==> src/rtl/iomem_mailbox_pkg.sv <==
// rtl/iomem_mailbox_pkg.sv - register map and status layout shared by the mailbox files
package iomem_mailbox_pkg;

  localparam logic [1:0] REG_TXDATA = 2'd0;
  localparam logic [1:0] REG_RXDATA = 2'd1;
  localparam logic [1:0] REG_STATUS = 2'd2;
  localparam logic [1:0] REG_IRQ_EN = 2'd3;

  localparam int STAT_TX_FULL   = 0;
  localparam int STAT_TX_EMPTY  = 1;
  localparam int STAT_RX_FULL   = 2;
  localparam int STAT_RX_EMPTY  = 3;
  localparam int STAT_TX_COUNT  = 8;
  localparam int STAT_RX_COUNT  = 16;

  localparam logic [31:0] RX_EMPTY_WORD = 32'hFFFF_FFFF;

endpackage

==> src/rtl/iomem_mailbox_fifo.sv <==
// rtl/iomem_mailbox_fifo.sv - synchronous FIFO; full/empty gate push/pop on pre-edge state
module iomem_mailbox_fifo #(
  parameter int WIDTH      = 32,
  parameter int DEPTH_LOG2 = 3
) (
  input  logic                  clk,
  input  logic                  reset,
  input  logic                  push,
  input  logic [WIDTH-1:0]      push_data,
  input  logic                  pop,
  output logic [WIDTH-1:0]      head,
  output logic                  full,
  output logic                  empty,
  output logic [DEPTH_LOG2:0]   count
);

  localparam int DEPTH = 1 << DEPTH_LOG2;
  localparam int CW    = DEPTH_LOG2 + 1;

  logic [WIDTH-1:0]      mem [DEPTH];
  logic [DEPTH_LOG2-1:0] wr_ptr;
  logic [DEPTH_LOG2-1:0] rd_ptr;
  logic                  do_push;
  logic                  do_pop;

  assign full    = (count == CW'(DEPTH));
  assign empty   = (count == '0);
  assign do_push = push & ~full;
  assign do_pop  = pop & ~empty;
  assign head    = mem[rd_ptr];

  always_ff @(posedge clk) begin
    if (do_push) begin
      mem[wr_ptr] <= push_data;
    end
  end

  always_ff @(posedge clk) begin
    if (reset) begin
      wr_ptr <= '0;
      rd_ptr <= '0;
      count  <= '0;
    end else begin
      if (do_push) wr_ptr <= wr_ptr + DEPTH_LOG2'(1);
      if (do_pop)  rd_ptr <= rd_ptr + DEPTH_LOG2'(1);
      case ({do_push, do_pop})
        2'b10:   count <= count + CW'(1);
        2'b01:   count <= count - CW'(1);
        default: count <= count;
      endcase
    end
  end

endmodule

==> src/rtl/iomem_mailbox.sv <==
// rtl/iomem_mailbox.sv - iomem responder bridging CPU word accesses to TX/RX word streams
module iomem_mailbox
  import iomem_mailbox_pkg::*;
#(
  parameter logic [31:0] BASE_ADDR  = 32'h0300_0000,
  parameter int          DEPTH_LOG2 = 3
) (
  input  logic        clk,
  input  logic        reset,
  input  logic        iomem_valid,
  output logic        iomem_ready,
  input  logic [3:0]  iomem_wstrb,
  input  logic [31:0] iomem_addr,
  input  logic [31:0] iomem_wdata,
  output logic [31:0] iomem_rdata,
  output logic        tx_valid,
  output logic [31:0] tx_data,
  input  logic        tx_ready,
  input  logic        rx_valid,
  input  logic [31:0] rx_data,
  output logic        rx_ready,
  output logic        irq
);

  logic                tx_full, tx_empty, rx_full, rx_empty;
  logic [DEPTH_LOG2:0] tx_count, rx_count;
  logic [31:0]         rx_head;
  logic [1:0]          irq_en;
  logic                sel, is_write, complete;
  logic                tx_push, tx_pop, rx_push, rx_pop;
  logic [1:0]          reg_idx;
  logic [31:0]         rd_value;
  logic [31:0]         status_word;
  logic                addr_unused;

  assign addr_unused = ^{iomem_addr[7:4], iomem_addr[1:0]};

  assign sel      = iomem_valid & (iomem_addr[31:8] == BASE_ADDR[31:8]) & ~iomem_ready;
  assign is_write = |iomem_wstrb;
  assign reg_idx  = iomem_addr[3:2];

  // A TXDATA write into a full FIFO is the only access that stalls.
  assign complete = sel & ~((reg_idx == REG_TXDATA) & is_write & tx_full);
  assign tx_push  = complete & (reg_idx == REG_TXDATA) & is_write;
  assign rx_pop   = complete & (reg_idx == REG_RXDATA) & ~is_write & ~rx_empty;
  assign tx_valid = ~tx_empty;
  assign tx_pop   = tx_valid & tx_ready;
  assign rx_ready = ~rx_full;
  assign rx_push  = rx_valid & rx_ready;

  always_comb begin
    status_word = '0;
    status_word[STAT_TX_FULL]  = tx_full;
    status_word[STAT_TX_EMPTY] = tx_empty;
    status_word[STAT_RX_FULL]  = rx_full;
    status_word[STAT_RX_EMPTY] = rx_empty;
    status_word[STAT_TX_COUNT +: 8] = 8'(tx_count);
    status_word[STAT_RX_COUNT +: 8] = 8'(rx_count);
  end

  always_comb begin
    rd_value = '0;
    case (reg_idx)
      REG_RXDATA: rd_value = rx_empty ? RX_EMPTY_WORD : rx_head;
      REG_STATUS: rd_value = status_word;
      REG_IRQ_EN: rd_value = {30'd0, irq_en};
      default:    rd_value = '0;
    endcase
  end

  always_ff @(posedge clk) begin
    if (reset) begin
      iomem_ready <= 1'b0;
      iomem_rdata <= '0;
      irq_en      <= '0;
      irq         <= 1'b0;
    end else begin
      iomem_ready <= complete;
      iomem_rdata <= (complete & ~is_write) ? rd_value : '0;
      if (complete && reg_idx == REG_IRQ_EN && iomem_wstrb[0]) begin
        irq_en <= iomem_wdata[1:0];
      end
      irq <= (irq_en[0] & ~rx_empty) | (irq_en[1] & tx_empty);
    end
  end

  iomem_mailbox_fifo #(.WIDTH(32), .DEPTH_LOG2(DEPTH_LOG2)) u_tx_fifo (
    .clk       (clk),
    .reset     (reset),
    .push      (tx_push),
    .push_data (iomem_wdata),
    .pop       (tx_pop),
    .head      (tx_data),
    .full      (tx_full),
    .empty     (tx_empty),
    .count     (tx_count)
  );

  iomem_mailbox_fifo #(.WIDTH(32), .DEPTH_LOG2(DEPTH_LOG2)) u_rx_fifo (
    .clk       (clk),
    .reset     (reset),
    .push      (rx_push),
    .push_data (rx_data),
    .pop       (rx_pop),
    .head      (rx_head),
    .full      (rx_full),
    .empty     (rx_empty),
    .count     (rx_count)
  );

endmodule

==> config.mk <==
export PLATFORM = sky130hd
export DESIGN_NAME = iomem_mailbox
export DESIGN_NICKNAME = d
export VERILOG_FILES = /design/src/rtl/iomem_mailbox_pkg.sv /design/src/rtl/iomem_mailbox_fifo.sv /design/src/rtl/iomem_mailbox.sv
export SDC_FILE = /design/constraint.sdc
export NUM_CORES = 1
export LEC_CHECK = 0
export CELL_PAD_IN_SITES_DETAIL_PLACEMENT = 1
export CELL_PAD_IN_SITES_GLOBAL_PLACEMENT = 1
export CORE_MARGIN = 5
export CORE_UTILIZATION = 45
export DETAILED_ROUTE_END_ITERATION = 8
export PLACE_DENSITY_LB_ADDON = 0.1
export RECOVER_POWER = 100
export SYNTH_ARGS = -nofsm -noshare
export SYNTH_HDL_FRONTEND = slang
export SYNTH_SLANG_ARGS = --single-unit
==> constraint.sdc <==
create_clock -name clk -period 10.9 [get_ports clk]
set_input_delay 2.18 -clock clk [delete_from_list [all_inputs] [get_ports clk]]
set_output_delay 2.18 -clock clk [all_outputs]
set_load 0.02 [all_outputs]
==> key figures <==
Floorplanning
  • # IOs: 173
  • Total core area: 0.0486 mm²
  • Initial core utilization: 0.452
  • Die Area: 0.0534 mm²
  • Site Rows: 81
  • Die X: 231 µm
  • Die height: 231 µm

STA
  • Min Clock Period, post-route: 7630 ps
  • Final worst slack: 3280 ps
  • Worst slew pin tran: 4070 ps
  • Final Cycle Share: 0.700
  • Sum Neg Setup Slack: 0 ps
  • Clock skew: 24.9 ps
  • Unrepaired setup endpoints after global routing: false
  • Slew headroom: -1.72
  • Final setup fails: 0
  • Count of pins over their slew limit: 629
  • Max Fclk: 0.131 GHz
  • Final Hold Fails: 0
  • Fin Hold WS: 501 ps

Placed design
  • DP Worst Slack: 5390 ps
  • GP Congestion: 0.711
  • I/O Buffers: 166
  • DP HPWL: 25,800 µm
  • Area after DPL: 0.0244 mm²
  • Dpl cells: 1,838

Setup path
  • Worst setup EP type: output port
  • Reg2Reg Setup Slack: 6690 ps
  • Crit Path Class: flip-flop to output port
  • R2r startpoint: u_tx_fifo.count[1]$_SDFFE_PP0P_
  • WP data arrival: 5440 ps
  • Worst Path Max Fanout: 64
  • Worst R2R End: u_tx_fifo.mem[6][26]$_DFFE_PP_
  • Worst Setup Start Kind: flip-flop
  • Reg2reg path depth: 6
  • Crit path required time: 8720 ps

Flow run
  • Max Cap Viol: 18

CTS
  • Post-CTS Setup Inserts: 0
  • Hold_buf cts: 0
  • Clock network latency to the later pin of the worst-skew pair: 620 ps
  • TritonCTS clock tree: built
  • H-Tree Depth: 2
  • CTS root buffer: clkbuf_16
  • CTS sink cnt: 574
  • Clock transition at path regs: 60 ps
  • TritonCTS buffer count: 58
  • Post-CTS sizing: 0
  • Clk buf depth: 3

Detailed routing
  • DRT antenna net count: 0
  • Vias/cell: 5.54
  • DRC violations left: 0
  • Router iterations before antenna repair: 5
  • Wire per inst: 24.3 µm
  • Vias: 10,794
  • WL final: 47,400 µm
  • Drt first-iter violations: 582

Yosys
  • Post-Syn Nets: 1,201
  • Sequential area share after synthesis: 0.756
  • Cell taking the most area after synthesis: edfxtp_1
  • Yosys Warn Count: 0
  • Unique masters post-synth: 53
  • Mapped Cells: 1,086
  • Number of flops mapped to enable cells by yosys: 512
  • Post-synth top area share: 0.699
  • Area contributors post-synth: edfxtp_1 70%, mux4_2 11%, dfxtp_1 5.6%
  • Synth Cell Area: 0.0220 mm²
  • Synth cell count leaders: 512 x edfxtp_1, 110 x mux4_2, 62 x dfxtp_1
  • Most common cell in the netlist: edfxtp_1
  • #FFs+latches synth: 574
  • Syn avg cell area: 20.2 µm²
  • Main synth FF type: edfxtp_1
  • FFs w/ async S/R, synth: 0

Power and ir drop
  • P_int: 0.00357 W
  • Clk pwr share: 0.431
  • Peak VDD IR: 0.139 mV
  • Power density cells: 171 mW/mm²
  • Switch share: 0.202
  • P_leak: 8.16 nW
  • Psw: 0.000903 W
  • Flop pwr share: 0.543
  • Logic pwr share: 0.026

Run status
  • Failing checks: capacitance limit, slew limit
  • Outcome: finished, violations left

Global route
  • Largest net degree at the start of global routing: 68
  • Total gr overflow: 0
  • Initial antenna violation count: 8
  • GRT Util Overall: 0.177
  • Global-route wire length before repair: 71,900 µm
  • Vias in the first global route: 11,790

Layout
  • Area grow syn2layout: 18.8%
  • Layout net count: 1,391
  • # fillers: 4,347
  • Fin area: 0.0261 mm²
  • Layout cells sized above 1: 0.197
  • Final Non-Filler Cells: 1,949

Min path
  • Worst hold path class: flip-flop to flip-flop
  • Hold wc startpoint: u_tx_fifo.rd_ptr[1]$_SDFFE_PP0P_
  • Worst Hold Depth: 2
worst max path at each step:
stage	startpoint	endpoint	slack (ps)
after floorplan	iomem_addr[15]	u_tx_fifo.mem[0][0]$_DFFE_PP_	4250
after global placement	iomem_addr[2]	u_rx_fifo.count[2]$_SDFFE_PP0P_	5510
after detailed placement	iomem_addr[2]	u_rx_fifo.count[2]$_SDFFE_PP0P_	5390
after CTS	flip-flop	tx_data[14]	5030
after global routing	flip-flop	tx_data[31]	2940
final	flip-flop	tx_data[14]	3280
sequential cells by signal, summed over array words and instances, names as in the netlist, named ones only:
name              flops
iomem_rdata          32
iomem_ready           1
irq                   1
irq_en                2
u_rx_fifo.count       4
u_rx_fifo.mem       256
u_rx_fifo.rd_ptr      3
u_rx_fifo.wr_ptr      3
u_tx_fifo.count       4
u_tx_fifo.mem       256
u_tx_fifo.rd_ptr      3
u_tx_fifo.wr_ptr      3
layout by cell type, fill, tap and decap left out, drive strengths merged, types with 7 or more instances in the layout:
master,synthesis,layout
clkbuf,25,92
nand3,18,18
nor4,11,11
o21ai,7,7
xor2,10,10
a22oi,10,10
nand2b,10,10
ha,10,10
a31oi,7,7
nor3,12,12
mux2i,59,59
nor2b,10,10
clkdlybuf4s50,0,32
nand2,24,24
mux2,39,39
a21oi,41,41
dfxtp,62,62
dlygate4sd3,0,134
edfxtp,512,512
mux4,110,110
nor2,27,27
inv,5,8
clkinv,0,25
worst max-delay path, cell delays in order, from the launching register on:
cell and delay (ps):
dfxtp_2 310, clkbuf_1 2820, mux4_2 730, mux2_2 190
dlygate4sd3_1 730
layout make-up:
| class | count | area (µm²) | area share |
|---|---|---|---|
| inverters | 5 | 18.8 | 0.000719 |
| diodes | 1 | 2.50 | 0.0000958 |
| clock inverters | 37 | 304 | 0.0116 |
| multi-input cells | 448 | 5060 | 0.194 |
| repair buffers | 189 | 1760 | 0.0675 |
| well taps | 622 | 778 | 0.0298 |
| flip-flops and latches | 574 | 16600 | 0.637 |
| clock buffers | 73 | 1560 | 0.0596 |
power groups by stage:
stage                      logic, W  registers (W)  clock network, W
final                      0.000118        0.00243           0.00193
after global routing       0.000129        0.00243           0.00209
after CTS                  0.000127        0.00243           0.00199
after detailed placement   0.000127        0.00247                 0
after global placement     0.000123        0.00247                 0
after floorplan           0.0000442        0.00247                 0
logic make-up after synthesis:
| family | Yosys count | synth area share |
|---|---|---|
| flops | 574 | 0.756 |
| xor+xnor | 10 | 0.00398 |
| buf+inv | 64 | 0.0131 |
| simple gates | 140 | 0.0402 |
| mux | 208 | 0.160 |
| compound gates | 80 | 0.0217 |
| fa+ha+maj | 10 | 0.00569 |
stage by stage:
step           power, W  utilization
2_1_floorplan   0.00252            -
3_3_place_gp    0.00259        0.503
3_5_place_dp    0.00260        0.503
4_1_cts         0.00454        0.541
5_1_grt         0.00465        0.537
6_report        0.00448        0.537
metal layers:
metal	wire, µm	global-route usage
met5	60	0
met3	1870	0.0307
met1	19300	0.224
met2	25100	0.320
met4	1080	0.0470
No activity file was read; power rests on OpenSTA's default activity.
